==> config.mk <==
export PLATFORM = sky130hd
export DESIGN_NAME = uart_auth_rx
export DESIGN_NICKNAME = d
export VERILOG_FILES = /design/src/rtl/uart_auth_rx.sv
export SDC_FILE = /design/constraint.sdc
export NUM_CORES = 1
export LEC_CHECK = 0
export ABC_AREA = 1
export BUFFER_PORTS_ARGS = -buffer_cell sky130_fd_sc_hd__buf_2
export CELL_PAD_IN_SITES_DETAIL_PLACEMENT = 1
export CELL_PAD_IN_SITES_GLOBAL_PLACEMENT = 1
export CORE_MARGIN = 2
export CORE_UTILIZATION = 49
export CTS_CLUSTER_SIZE = 8
export DETAILED_ROUTE_END_ITERATION = 8
export PLACE_DENSITY_LB_ADDON = 0.1
export RECOVER_POWER = 100
export SLEW_MARGIN = 10
export SYNTH_ARGS = -nofsm -noshare
export SYNTH_HDL_FRONTEND = slang
export SYNTH_SLANG_ARGS = --single-unit
export TNS_END_PERCENT = 100
==> constraint.sdc <==
create_clock -name clk -period 5 [get_ports clk]
set_input_delay 0.25 -clock clk [delete_from_list [all_inputs] [get_ports clk]]
set_output_delay 0.25 -clock clk [all_outputs]
set_load 0.05 [all_outputs]
==> src/rtl/uart_auth_rx.sv <==
// uart_auth_rx: 8N1 UART receiver for the BLE command link, followed by the
// authorization FSM that turns 'G' / 'S' commands into the pwr_up enable.
// Every bit period is BAUD_DIV clocks. The start-bit check happens half a bit
// after the falling edge. Data and stop bits are then sampled at bit centres.
module uart_auth_rx #(
    parameter int unsigned BAUD_DIV = 2604,   // clocks per bit, >= 16
    parameter logic [7:0]  GO_CMD   = 8'h47,
    parameter logic [7:0]  STOP_CMD = 8'h53
) (
    input  logic       clk,
    input  logic       rst_n,
    input  logic       RX,
    input  logic       rider_off,
    output logic [7:0] rx_data,
    output logic       rx_rdy,
    output logic       frm_err,
    output logic       pwr_up
);

    // The counter expires at zero. Loading N-1 therefore gives a period of N clocks.
    localparam logic [11:0] FULL_RELOAD = 12'(BAUD_DIV - 1);
    localparam logic [11:0] HALF_RELOAD = 12'(BAUD_DIV / 2 - 1);

    typedef enum logic [2:0] {
        RX_IDLE    = 3'd0,
        RX_START   = 3'd1,
        RX_DATA    = 3'd2,
        RX_STOP    = 3'd3,
        RX_WAIT_HI = 3'd4
    } rx_state_e;

    typedef enum logic [1:0] {
        AUTH_OFF       = 2'd0,
        AUTH_PWRD      = 2'd1,
        AUTH_STOP_PEND = 2'd2
    } auth_state_e;

    // Synchronizer and edge detection.
    logic        rx_meta_q;
    logic        rx_sync_q;
    logic        rx_prev_q;
    logic [1:0]  settle_q;
    logic        rx_s;
    logic        fall_s;

    // Receiver datapath.
    rx_state_e   rx_state_q, rx_state_d;
    logic [11:0] baud_cnt_q, baud_cnt_d;
    logic [3:0]  bit_cnt_q,  bit_cnt_d;
    logic [8:0]  shreg_q,    shreg_d;
    logic [7:0]  rx_data_q,  rx_data_d;
    logic        rx_rdy_q,   rx_rdy_d;
    logic        frm_err_q,  frm_err_d;
    logic        baud_tick_s;

    // Authorization.
    auth_state_e auth_q, auth_d;
    logic        pwr_up_q, pwr_up_d;
    logic        go_s;
    logic        stop_s;

    assign rx_s = rx_sync_q;

    // A falling edge counts only once the edge history holds real line values.
    // This keeps a line held low through reset from being taken as a start bit.
    assign fall_s      = rx_prev_q & ~rx_s;
    assign baud_tick_s = (baud_cnt_q == 12'd0);

    // Two-flop RX synchronizer, preset to the idle-high line level.
    always_ff @(posedge clk or negedge rst_n) begin
        if (!rst_n) begin
            rx_meta_q <= 1'b1;
            rx_sync_q <= 1'b1;
        end else begin
            rx_meta_q <= RX;
            rx_sync_q <= rx_meta_q;
        end
    end

    // Edge history. It is held low until the preset values have flushed out of the synchronizer.
    always_ff @(posedge clk or negedge rst_n) begin
        if (!rst_n) begin
            settle_q  <= 2'd0;
            rx_prev_q <= 1'b0;
        end else begin
            settle_q  <= (settle_q == 2'd2) ? settle_q : settle_q + 2'd1;
            rx_prev_q <= (settle_q == 2'd2) ? rx_s : 1'b0;
        end
    end

    // Receiver next-state: frame sequencing, bit sampling and output pulses.
    always_comb begin
        rx_state_d = rx_state_q;
        baud_cnt_d = baud_tick_s ? baud_cnt_q : baud_cnt_q - 12'd1;
        bit_cnt_d  = bit_cnt_q;
        shreg_d    = shreg_q;
        rx_data_d  = rx_data_q;
        rx_rdy_d   = 1'b0;
        frm_err_d  = 1'b0;
        case (rx_state_q)
            RX_IDLE: begin
                if (fall_s) begin
                    baud_cnt_d = HALF_RELOAD;
                    rx_state_d = RX_START;
                end else begin
                    rx_state_d = RX_IDLE;
                end
            end
            RX_START: begin
                if (baud_tick_s) begin
                    if (rx_s) begin
                        // The line went high again before mid-bit, so treat the edge as a glitch.
                        rx_state_d = RX_IDLE;
                    end else begin
                        baud_cnt_d = FULL_RELOAD;
                        bit_cnt_d  = 4'd0;
                        shreg_d    = {rx_s, shreg_q[8:1]};
                        rx_state_d = RX_DATA;
                    end
                end else begin
                    rx_state_d = RX_START;
                end
            end
            RX_DATA: begin
                if (baud_tick_s) begin
                    baud_cnt_d = FULL_RELOAD;
                    shreg_d    = {rx_s, shreg_q[8:1]};
                    bit_cnt_d  = bit_cnt_q + 4'd1;
                    if (bit_cnt_q == 4'd7) begin
                        rx_state_d = RX_STOP;
                    end else begin
                        rx_state_d = RX_DATA;
                    end
                end else begin
                    rx_state_d = RX_DATA;
                end
            end
            RX_STOP: begin
                if (baud_tick_s) begin
                    // shreg_q[0] still holds the start bit captured low.
                    // The byte sits above it in shreg_q[8:1].
                    if (rx_s && !shreg_q[0]) begin
                        rx_data_d  = shreg_q[8:1];
                        rx_rdy_d   = 1'b1;
                        rx_state_d = RX_IDLE;
                    end else begin
                        frm_err_d  = 1'b1;
                        rx_state_d = RX_WAIT_HI;
                    end
                end else begin
                    rx_state_d = RX_STOP;
                end
            end
            RX_WAIT_HI: begin
                // Wait out a break condition so it is not read as a new start bit.
                if (rx_s) begin
                    rx_state_d = RX_IDLE;
                end else begin
                    rx_state_d = RX_WAIT_HI;
                end
            end
            default: begin
                rx_state_d = RX_IDLE;
            end
        endcase
    end

    // Receiver state and registered outputs.
    always_ff @(posedge clk or negedge rst_n) begin
        if (!rst_n) begin
            rx_state_q <= RX_IDLE;
            baud_cnt_q <= 12'd0;
            bit_cnt_q  <= 4'd0;
            shreg_q    <= 9'd0;
            rx_data_q  <= 8'd0;
            rx_rdy_q   <= 1'b0;
            frm_err_q  <= 1'b0;
        end else begin
            rx_state_q <= rx_state_d;
            baud_cnt_q <= baud_cnt_d;
            bit_cnt_q  <= bit_cnt_d;
            shreg_q    <= shreg_d;
            rx_data_q  <= rx_data_d;
            rx_rdy_q   <= rx_rdy_d;
            frm_err_q  <= frm_err_d;
        end
    end

    assign go_s   = rx_rdy_q && (rx_data_q == GO_CMD);
    assign stop_s = rx_rdy_q && (rx_data_q == STOP_CMD);

    // Authorization next-state. Bytes count only on rx_rdy cycles, while rider_off is checked every cycle.
    always_comb begin
        auth_d = auth_q;
        case (auth_q)
            AUTH_OFF: begin
                if (go_s) begin
                    auth_d = AUTH_PWRD;
                end else begin
                    auth_d = AUTH_OFF;
                end
            end
            AUTH_PWRD: begin
                // A rider stepping off alone never removes power here.
                if (stop_s) begin
                    auth_d = rider_off ? AUTH_OFF : AUTH_STOP_PEND;
                end else begin
                    auth_d = AUTH_PWRD;
                end
            end
            AUTH_STOP_PEND: begin
                // A fresh GO overrides a simultaneous rider_off.
                if (go_s) begin
                    auth_d = AUTH_PWRD;
                end else if (rider_off) begin
                    auth_d = AUTH_OFF;
                end else begin
                    auth_d = AUTH_STOP_PEND;
                end
            end
            default: begin
                auth_d = AUTH_OFF;
            end
        endcase
        pwr_up_d = (auth_d != AUTH_OFF);
    end

    // Authorization state and registered pwr_up.
    always_ff @(posedge clk or negedge rst_n) begin
        if (!rst_n) begin
            auth_q   <= AUTH_OFF;
            pwr_up_q <= 1'b0;
        end else begin
            auth_q   <= auth_d;
            pwr_up_q <= pwr_up_d;
        end
    end

    assign rx_data = rx_data_q;
    assign rx_rdy  = rx_rdy_q;
    assign frm_err = frm_err_q;
    assign pwr_up  = pwr_up_q;

endmodule

Yosys cells after proc, flatten, opt, wreduce, memory -nomap -nowiden:

Cells that the tools add are included.
Widths: inputs -> output; s select.

* logic and storage cells: 77
* register bits after elaboration: 46
* output and inout port bits: 11

* reduce and logical (&&, ||, !) cells: 11
* $add $sub $neg: 3
* muxes and demuxes: 35
* bitwise operators: 2
* equality and inequality tests: 13

Operators by type and width (number)
* $mux 12: 5
* $pmux 12 s3: 1
* $mux 9: 3
* $pmux 9 s2: 1
* $eq 8x7->1 const B: 2
* $mux 3: 5
* $pmux 3 s5: 1
* $logic_not 12->1: 1
* $mux 4: 3
* $sub 12x1->12 const B: 1
* $mux 1: 10
* $mux 2: 4
* $pmux 4 s2: 1
* $eq 3x2->1 const B: 2
* $ne 2x2->1 const B: 3
* $pmux 2 s3: 1
* $add 4x1->4 const B: 1
* $eq 2x2->1 const B: 2
* $eq 4x3->1 const B: 1
* $reduce_and 4->1: 1
* $reduce_bool 2->1: 2
* $eq 3x1->1 const B: 1
* $eq 3x3->1 const B: 1
* $logic_and 1x1->1: 3
* 8 further kinds: 8

Longest topological paths before layout:

Gate-level depths: netlist of run 1.

* depth after elaboration: 5
* mapped depth: 10
* depth with buffers taken out: 9

Least setup slack after synthesis of run 1:

Ideal clock, no wire load.

* kind: flip-flop to flip-flop
* from: register baud_cnt_q[0]
* to: register baud_cnt_q[0]
* required time: 4.868 ns
* buffers on the path: 0
* data arrival time: 1.541 ns
* library setup time: 0.132 ns
* setup slack: 3.327 ns
* clock period less this slack: 1.673 ns
* cell stages (with the launch flop): 9
* path through: dfrtp_1 -> inv_1 -> ha_1 -> nand3_1 -> nor2_1 -> nand2_1 -> ha_1 -> o211ai_1 -> nand4_1

* cells in the longest elaborated chain, start to end: 5
* elaborated cells on any way between the ends: 8
* those cells by class: add/sub: 1; mux: 6; reduce/logical: 1

Ends and longest elaborated chain
* start, declared: RTL line 48 `logic [11:0] baud_cnt_q, baud_cnt_d;`
* start signal, assigned: RTL line 180 `baud_cnt_q <= baud_cnt_d;`
* $sub 12x1->12 or $logic_not 12->1 (tied branches): RTL line 94, 67
* $mux 12: RTL line 94 `baud_cnt_d = baud_tick_s ? baud_cnt_q : baud_cnt_q - 12'd1;`
* $mux 12: RTL line 111 `if (rx_s) begin`
* $mux 12: RTL line 110 `if (baud_tick_s) begin`
* $pmux 12 s3 (*): RTL line 100 `case (rx_state_q)`
* net baud_cnt_d[0]: RTL line 48

Mark *: on every way through the listed nets, which the timed path passes. The rest lies on a longest branch.
A chain may end at the register's enable or synchronous reset.

Worst setup path in the final report of run 1:

* from: register rx_state_q[2]
* to: register bit_cnt_q[0]

* cells in the longest elaborated chain, start to end: 3
* elaborated cells on any way between the ends: 8
* those cells by class: eq/ne: 5; mux: 1; reduce/logical: 2

Ends and longest elaborated chain
* start, declared: RTL line 47 `rx_state_e rx_state_q, rx_state_d;`
* start signal, assigned: RTL line 179 `rx_state_q <= rx_state_d;`
* $eq 3x1->1 or $eq 3x2->1 (tied branches): RTL line 100
* $ne 2x2->1 (no line) or $reduce_bool 2->1 (tied branches)
* $reduce_and 4->1 (no line)
* end signal, assigned: RTL line 181 `bit_cnt_q <= bit_cnt_d;`
* end, declared: RTL line 49 `logic [3:0] bit_cnt_q, bit_cnt_d;`

Parallel ways exist; a longest one is shown, timed or not.

==> reports/summary.txt, run 1 <==
status = finished, violations left
failing checks = max-capacitance violations, max-slew violations
residual overflow from global routing = 0
DR pass1 iterations = 4
Post-Syn Area = 2420 um^2
die width = 74.3 um
Synth area leaders = dfrtp_1 (45%), nand2_1 (10%), nand3_1 (6.6%)
CTS tree = yes
P_sw = 0.000456 W
Hold Path End = rx_meta_q
Pwr per Cell Area = 432 nW/um^2
highest metal used = met4
WL per Instance = 15.7 um
WP data arrival = 3300 ps
Buf/Inv on CP = 2
Max Clock Freq = 321 MHz
Final min period = 3110 ps
number of global-route vias before repair = 2,129
Leak = 1.28 nW
Final #Nets = 317
IO Pins = 15
commonest non-fill, non-tap cell in the layout = nand2_1
Via Count = 1,965
syn nets = 301
CP Cell Sequence = nor3_1 -> inv_1 -> nand2_1 -> nand3_1 -> o21ai_0 -> inv_1
r2r worst-path depth = 6
post-synth top area cell = dfrtp_1
Worst Hold Class = in -> reg
combinational power share = 35.2%
Worst R2R Setup Slack = 1890 ps
FILL cells = 618
DR vias/cell = 5.23
DRT iter0 DRCs = 72
Post-CTS Resized = 0
clock slew at reported path FFs = 80 ps
clock root cell = clkbuf_8
final std cells w/o fill = 376
maximum VDD drop = 0.209 mV
Area Overhead vs Synth = 5.84%
worst r2r dst = bit_cnt_q[0]
share of cells above drive strength 1 = 8.41%
CTS Buffer Depth = 2
total die area = 5520 um^2
final worst-path cycle share = 62.3%
Net Sw Frac = 41.2%
Fin Setup TNS = 0 ps
gr usage total = 24.3%
CP top delay family = simple AND/OR/NAND/NOR gates
final core utilization = 53.9%
Cell Int Power = 0.000652 W
IO Port Bufs = 14
Yosys top cell area share = 45.5%
Pins Over Slew Limit = 47
Mapped Avg Cell Area = 8.29 um^2
GPL Wtd Cong = 0.892
Final Skew = 10.5 ps
max incr delay on CP = 1120 ps
cells after synthesis = 292
Clk pwr share = 20.7%
yosys warns = 0
Seq cells post-synth = 46
CP most frequent cell = inv_1
Hold WS = 42.3 ps
Setup CP Type = reg -> reg
sequential share of the synthesized area = 47.6%
DIE HEIGHT = 74.3 um
number of stages on the worst setup path = 6
clk_lat worst skew = 300 ps
CP max stage cell = nor3_1
final hold viol count = 0
WL met2 = 2.90 mm
largest net degree at the start of global routing = 47
Clock Sinks = 46
CORE AREA = 4750 um^2
CP endpoint kind = flop
cell count after placement = 368
DPL Wire Length = 4.45 mm
Hold Crit Start = RX
DRC = 0
met3 wire length = 123 um
Post-CTS Setup Inserts = 0
Starting Density = 50.9%
TritonCTS buffer count = 5
CP startpoint kind = flop
Setup violations, final = 0
initial antenna violation count = 0
worst slew pin tran = 2470 ps
count of hold-fix buffers inserted at cts = 0
WL final = 5.92 mm
Max transition margin = -64.6%
sequential power share = 44.1%
Crit path required time = 5190 ps
antenna cells = 0
commonest cells after routing, fill and taps aside = nand2_1 (66), dfrtp_1 (44), inv_1 (38)
Hold Crit Depth = 1
Synth cell types = 32
max-cap viol count = 1
RSZ-0062 raised after global routing = false
# rows = 25
M1 WL = 2.80 mm
H-tree levels = 2
R2R Path Start = rx_state_q[2]
CP Max Fanout = 20
first-pass GRT wire length = 10.1 mm
antenna viol nets, final = 0
-- worst register-to-register path: cells and delay by family, from the launching register on --
family / cells / cell delay, ps
and+or+nand+nor: 3 / 1970
DFF: 1 / 470
AOI/OAI and AO/OA: 1 / 390
buffers and inverters: 2 / 180
-- cells in the mapped netlist (all sizes together) --
cell type / number
a21oi: 15
nor2: 35
o21ai: 21
xor2: 3
nor2b: 1
o21bai: 2
ha: 5
nand3: 34
nor3: 7
xnor2: 2
dfstp: 2
buf: 5
nand3b: 1
dfrtp: 44
o211ai: 2
nand4: 6
nand2: 67
inv: 40
-- worst max-delay path by stage --
| stage | from | end | slack (ps) |
|---|---|---|---|
| after floorplan | baud_cnt_q[0] | baud_cnt_q[0] | 3330 |
| after global placement | rx_state_q[2] | shreg_q[6] | 2890 |
| after detailed placement | rx_state_q[2] | shreg_q[2] | 2860 |
| after CTS | rx_state_q[2] | shreg_q[2] | 2840 |
| after global routing | rx_state_q[2] | bit_cnt_q[0] | 1500 |
| final | rx_state_q[2] | bit_cnt_q[0] | 1890 |
-- through the flow --
step                      setup slack [ps]  power, W  instance area (um^2)
after CTS                             2840   0.00113                  2620
after detailed placement              2860  0.000900                  2530
final                                 1890   0.00111                  2560
after global routing                  1500   0.00119                  2560
after global placement                2890  0.000882                  2530
after floorplan                       3330  0.000793                  2420
-- routing by layer --
metal,GRT usage (%),vias up
met4,7.34,0
li1,-,978
met1,31.9,951
met2,41.8,25
met5,0,-
met3,3.93,11
-- cell families (layout without fill, tap and decap cells) --
| group | count (synthesis) | in the layout | synth area share [%] |
|---|---|---|---|
| AOI/OAI and AO/OA | 40 | 40 | 10.1 |
| xor gates and xnor gates | 5 | 5 | 1.81 |
| adders and majority gates | 5 | 5 | 2.58 |
| buffers and inverters | 45 | 62 | 7.96 |
| DFF | 46 | 46 | 47.6 |
| and+or+nand+nor | 151 | 151 | 29.9 |
-- flip-flops by register name, indices dropped and copies added (netlist names) --
signal,cells
rx_meta_q,1
rx_rdy,1
shreg_q,9
pwr_up,1
rx_prev_q,1
rx_s,1
rx_data,8
rx_state_q,3
settle_q,2
frm_err,1
baud_cnt_q,12
auth_q,2
bit_cnt_q,4
-- final cells by class --
cell class                 instances  area (um^2)  area share [%]
timing repair buffer              14         55.1            2.15
clock inverter                     2         13.8           0.537
clock buffer                       6         72.6            2.83
inverter                          40          153            5.96
tap                               67         83.8            3.27
multi-input combinational        201         1030            40.2
sequential                        46         1150            45.0
-- power groups by stage --
stage / logic [W] / registers [W] / clock network (W)
final: 0.000390 / 0.000488 / 0.000229
after global routing: 0.000444 / 0.000497 / 0.000247
after CTS: 0.000410 / 0.000488 / 0.000232
after detailed placement: 0.000404 / 0.000496 / 0
after global placement: 0.000392 / 0.000490 / 0
after floorplan: 0.000313 / 0.000480 / 0
Power figures use the tool's default switching activity.
==> run 2, diff against run 1 <==
--- a/config.mk
+++ b/config.mk
@@ -5,12 +5,12 @@
 export SDC_FILE = /design/constraint.sdc
 export NUM_CORES = 1
 export LEC_CHECK = 0
-export ABC_AREA = 1
+export ABC_AREA = 0
 export BUFFER_PORTS_ARGS = -buffer_cell sky130_fd_sc_hd__buf_2
 export CELL_PAD_IN_SITES_DETAIL_PLACEMENT = 1
 export CELL_PAD_IN_SITES_GLOBAL_PLACEMENT = 1
 export CORE_MARGIN = 2
-export CORE_UTILIZATION = 49
+export CORE_UTILIZATION = 48
 export CTS_CLUSTER_SIZE = 8
 export DETAILED_ROUTE_END_ITERATION = 8
 export PLACE_DENSITY_LB_ADDON = 0.1
==> constraint.sdc (replaced) <==
create_clock -name clk -period 3 [get_ports clk]
set_input_delay 0.15 -clock clk [delete_from_list [all_inputs] [get_ports clk]]
set_output_delay 0.15 -clock clk [all_outputs]
set_load 0.05 [all_outputs]
==> reports/summary.txt, run 2 <==
status = finished, violations left
failing checks = max-capacitance violations, max-slew violations
DP Area = 2420 um^2
WL per Instance = 17.9 um
Worst R2R Setup Slack = 320 ps
final hold viol count = 0
DR pass1 iterations = 4
CP Max Fanout = 20
PnR worst setup slack = 318 ps
Final #Nets = 239
DPL Wire Length = 3.55 mm
worst slew pin tran = 2450 ps
IO Port Bufs = 14
Worst Hold Class = in -> reg
yosys warns = 0
sequential share of the synthesized area = 50.1%
Area Overhead vs Synth = 8.21%
clock root cell = clkbuf_8
share of cells above drive strength 1 = 17.7%
IO Pins = 15
DR vias/cell = 6.01
total die area = 5360 um^2
Leak = 1.12 nW
Final Skew = 4.54 ps
Post-synth top cells = dfrtp_1 (44), nor2_1 (17), mux2_2 (16)
DRC = 0
WL final = 5.12 mm
die width = 73.2 um
residual overflow from global routing = 0
CP startpoint kind = flop
CTS tree = yes
gr usage total = 21.2%
maximum VDD drop = 0.335 mV
pre-CTS WS = 439 ps
Fin Setup TNS = 0 ps
Starting Density = 49.4%
Pins Over Slew Limit = 47
Via Count = 1,714
Cell Int Power = 0.00105 W
Max Clock Freq = 373 MHz
commonest non-fill, non-tap cell in the layout = dfrtp_1
Setup violations, final = 0
Synth area leaders = dfrtp_1 (48%), mux2_2 (7.8%), o21ai_0 (3.3%)
Net Sw Frac = 35.5%
Final min period = 2680 ps
antenna viol nets, final = 0
Synth cell types = 55
clock slew at reported path FFs = 80 ps
DIE HEIGHT = 73.2 um
cells after synthesis = 212
Max transition margin = -63.5%
commonest cells after routing, fill and taps aside = dfrtp_1 (44), nor2_1 (17), o21ai_0 (16), mux2_2 (16), clkbuf_1 (13)
Hold WS = 13.0 ps
Reg with most FFs = baud_cnt_q
Mapped Avg Cell Area = 10.9 um^2
largest net degree at the start of global routing = 47
sequential power share = 51.3%
P_sw = 0.000578 W
CTS Buffer Depth = 2
CORE AREA = 4660 um^2
Pwr per Cell Area = 655 nW/um^2
clk_lat worst skew = 300 ps
antenna cells = 0
post-synth top area cell = dfrtp_1
RSZ-0062 raised after global routing = false
most common cell in the netlist = dfrtp_1
initial antenna violation count = 0
Most used DFF post-synth = dfrtp_1
max-cap viol count = 1
syn nets = 221
Clock Sinks = 46
H-tree levels = 2
WP data arrival = 2870 ps
CP endpoint kind = flop
Crit path required time = 3180 ps
final worst-path cycle share = 89.4%
first-pass GRT wire length = 8.70 mm
GPL Wtd Cong = 0.904
Yosys top cell area share = 47.9%
max reg flops = 12
# rows = 25
Seq cells post-synth = 46
number of global-route vias before repair = 1,775
Clk pwr share = 22.9%
Post-Syn Area = 2300 um^2
design area = 2490 um^2
Post-synth EDFFs = 0
combinational power share = 25.7%
Setup CP Type = reg -> reg
TritonCTS buffer count = 5
DRT iter0 DRCs = 66
FFs w/ async S/R, synth = 100%
Post-CTS Setup Inserts = 0
==> run 2: cell types whose count changed in the layout (fill, tap and decap cells not counted), sizes merged, moves of 5 or more <==
cell   previous run  this run
nand3            34         5
mux2              0        16
nand2            67        10
a21oi            15         8
o21ai            21        16
nor2             35        18
inv              40        10
==> run 2: kinds of logic (layout without fill, tap and decap cells) <==
| group | count (synthesis) | in the layout | share of synthesized area (%) |
|---|---|---|---|
| xor gates and xnor gates | 4 | 4 | 1.52 |
| and+or+nand+nor | 72 | 72 | 18.8 |
| DFF | 46 | 46 | 50.1 |
| muxes | 17 | 17 | 8.27 |
| AOI/OAI and AO/OA | 50 | 50 | 15.0 |
| adders and majority gates | 5 | 5 | 2.72 |
| buffers and inverters | 18 | 37 | 3.64 |
==> run 2: critical path, cell delays in order, from the launching register on <==
cell and delay (ps):
dfrtp_1 430, inv_1 100, ha_1 140, or4b_1 530, nor4_4 290, inv_2 70
clkbuf_2 310, nor2_4 320, mux2_2 370
==> run 2: per-layer routing <==
| layer | up-vias | wire [um] | GRT usage, % |
|---|---|---|---|
| met5 | - | 0 | 0 |
| li1 | 811 | - | - |
| met2 | 12 | 2490 | 33.0 |
| met3 | 5 | 114 | 4.83 |
| met4 | 0 | 65 | 7.20 |
| met1 | 886 | 2440 | 29.1 |
==> run 2: path summary, 6_finish.rpt <==
check	startpoint	endpoint	cells after the start
min	rider_off	auth_q[1]	2
min reg2reg	rx_meta_q	rx_s	0
max in group asynchronous	rst_n	rx_data[0]	1
min in group asynchronous	rst_n	baud_cnt_q[10]	1
max reg2reg	baud_cnt_q[0]	shreg_q[0]	8
max	baud_cnt_q[0]	shreg_q[0]	8
==> run 2: cell type report <==
class                      instances  area (um^2)
tap                               54         67.6
inverter                          10         37.5
clock buffer                       6         72.6
clock inverter                     2         13.8
sequential                        46         1150
timing repair buffer              19         92.6
multi-input combinational        148         1050
fill                             520         2170
==> run 2: repair_timing <==
action,in CTS,in global routing
hold buffers,1,0
endpoints found under the hold margin,1,0
resized for setup,0,0
==> run 2: power groups by stage <==
stage	sequential [W]	combinational, W	clock [W]
2_1_floorplan	0.000786	0.000352	0
4_1_cts	0.000836	0.000426	0.000391
3_3_place_gp	0.000837	0.000398	0
6_report	0.000837	0.000420	0.000374
3_5_place_dp	0.000847	0.000423	0
5_1_grt	0.000856	0.000472	0.000410
==> run 2: through the flow <==
step / utilization (%) / std cells / power, W
2_1_floorplan: - / 212 / 0.00114
3_3_place_gp: 52.0 / 276 / 0.00123
6_report: 53.4 / 285 / 0.00163
5_1_grt: 53.4 / 285 / 0.00174
4_1_cts: 54.0 / 285 / 0.00165
3_5_place_dp: 52.0 / 276 / 0.00127
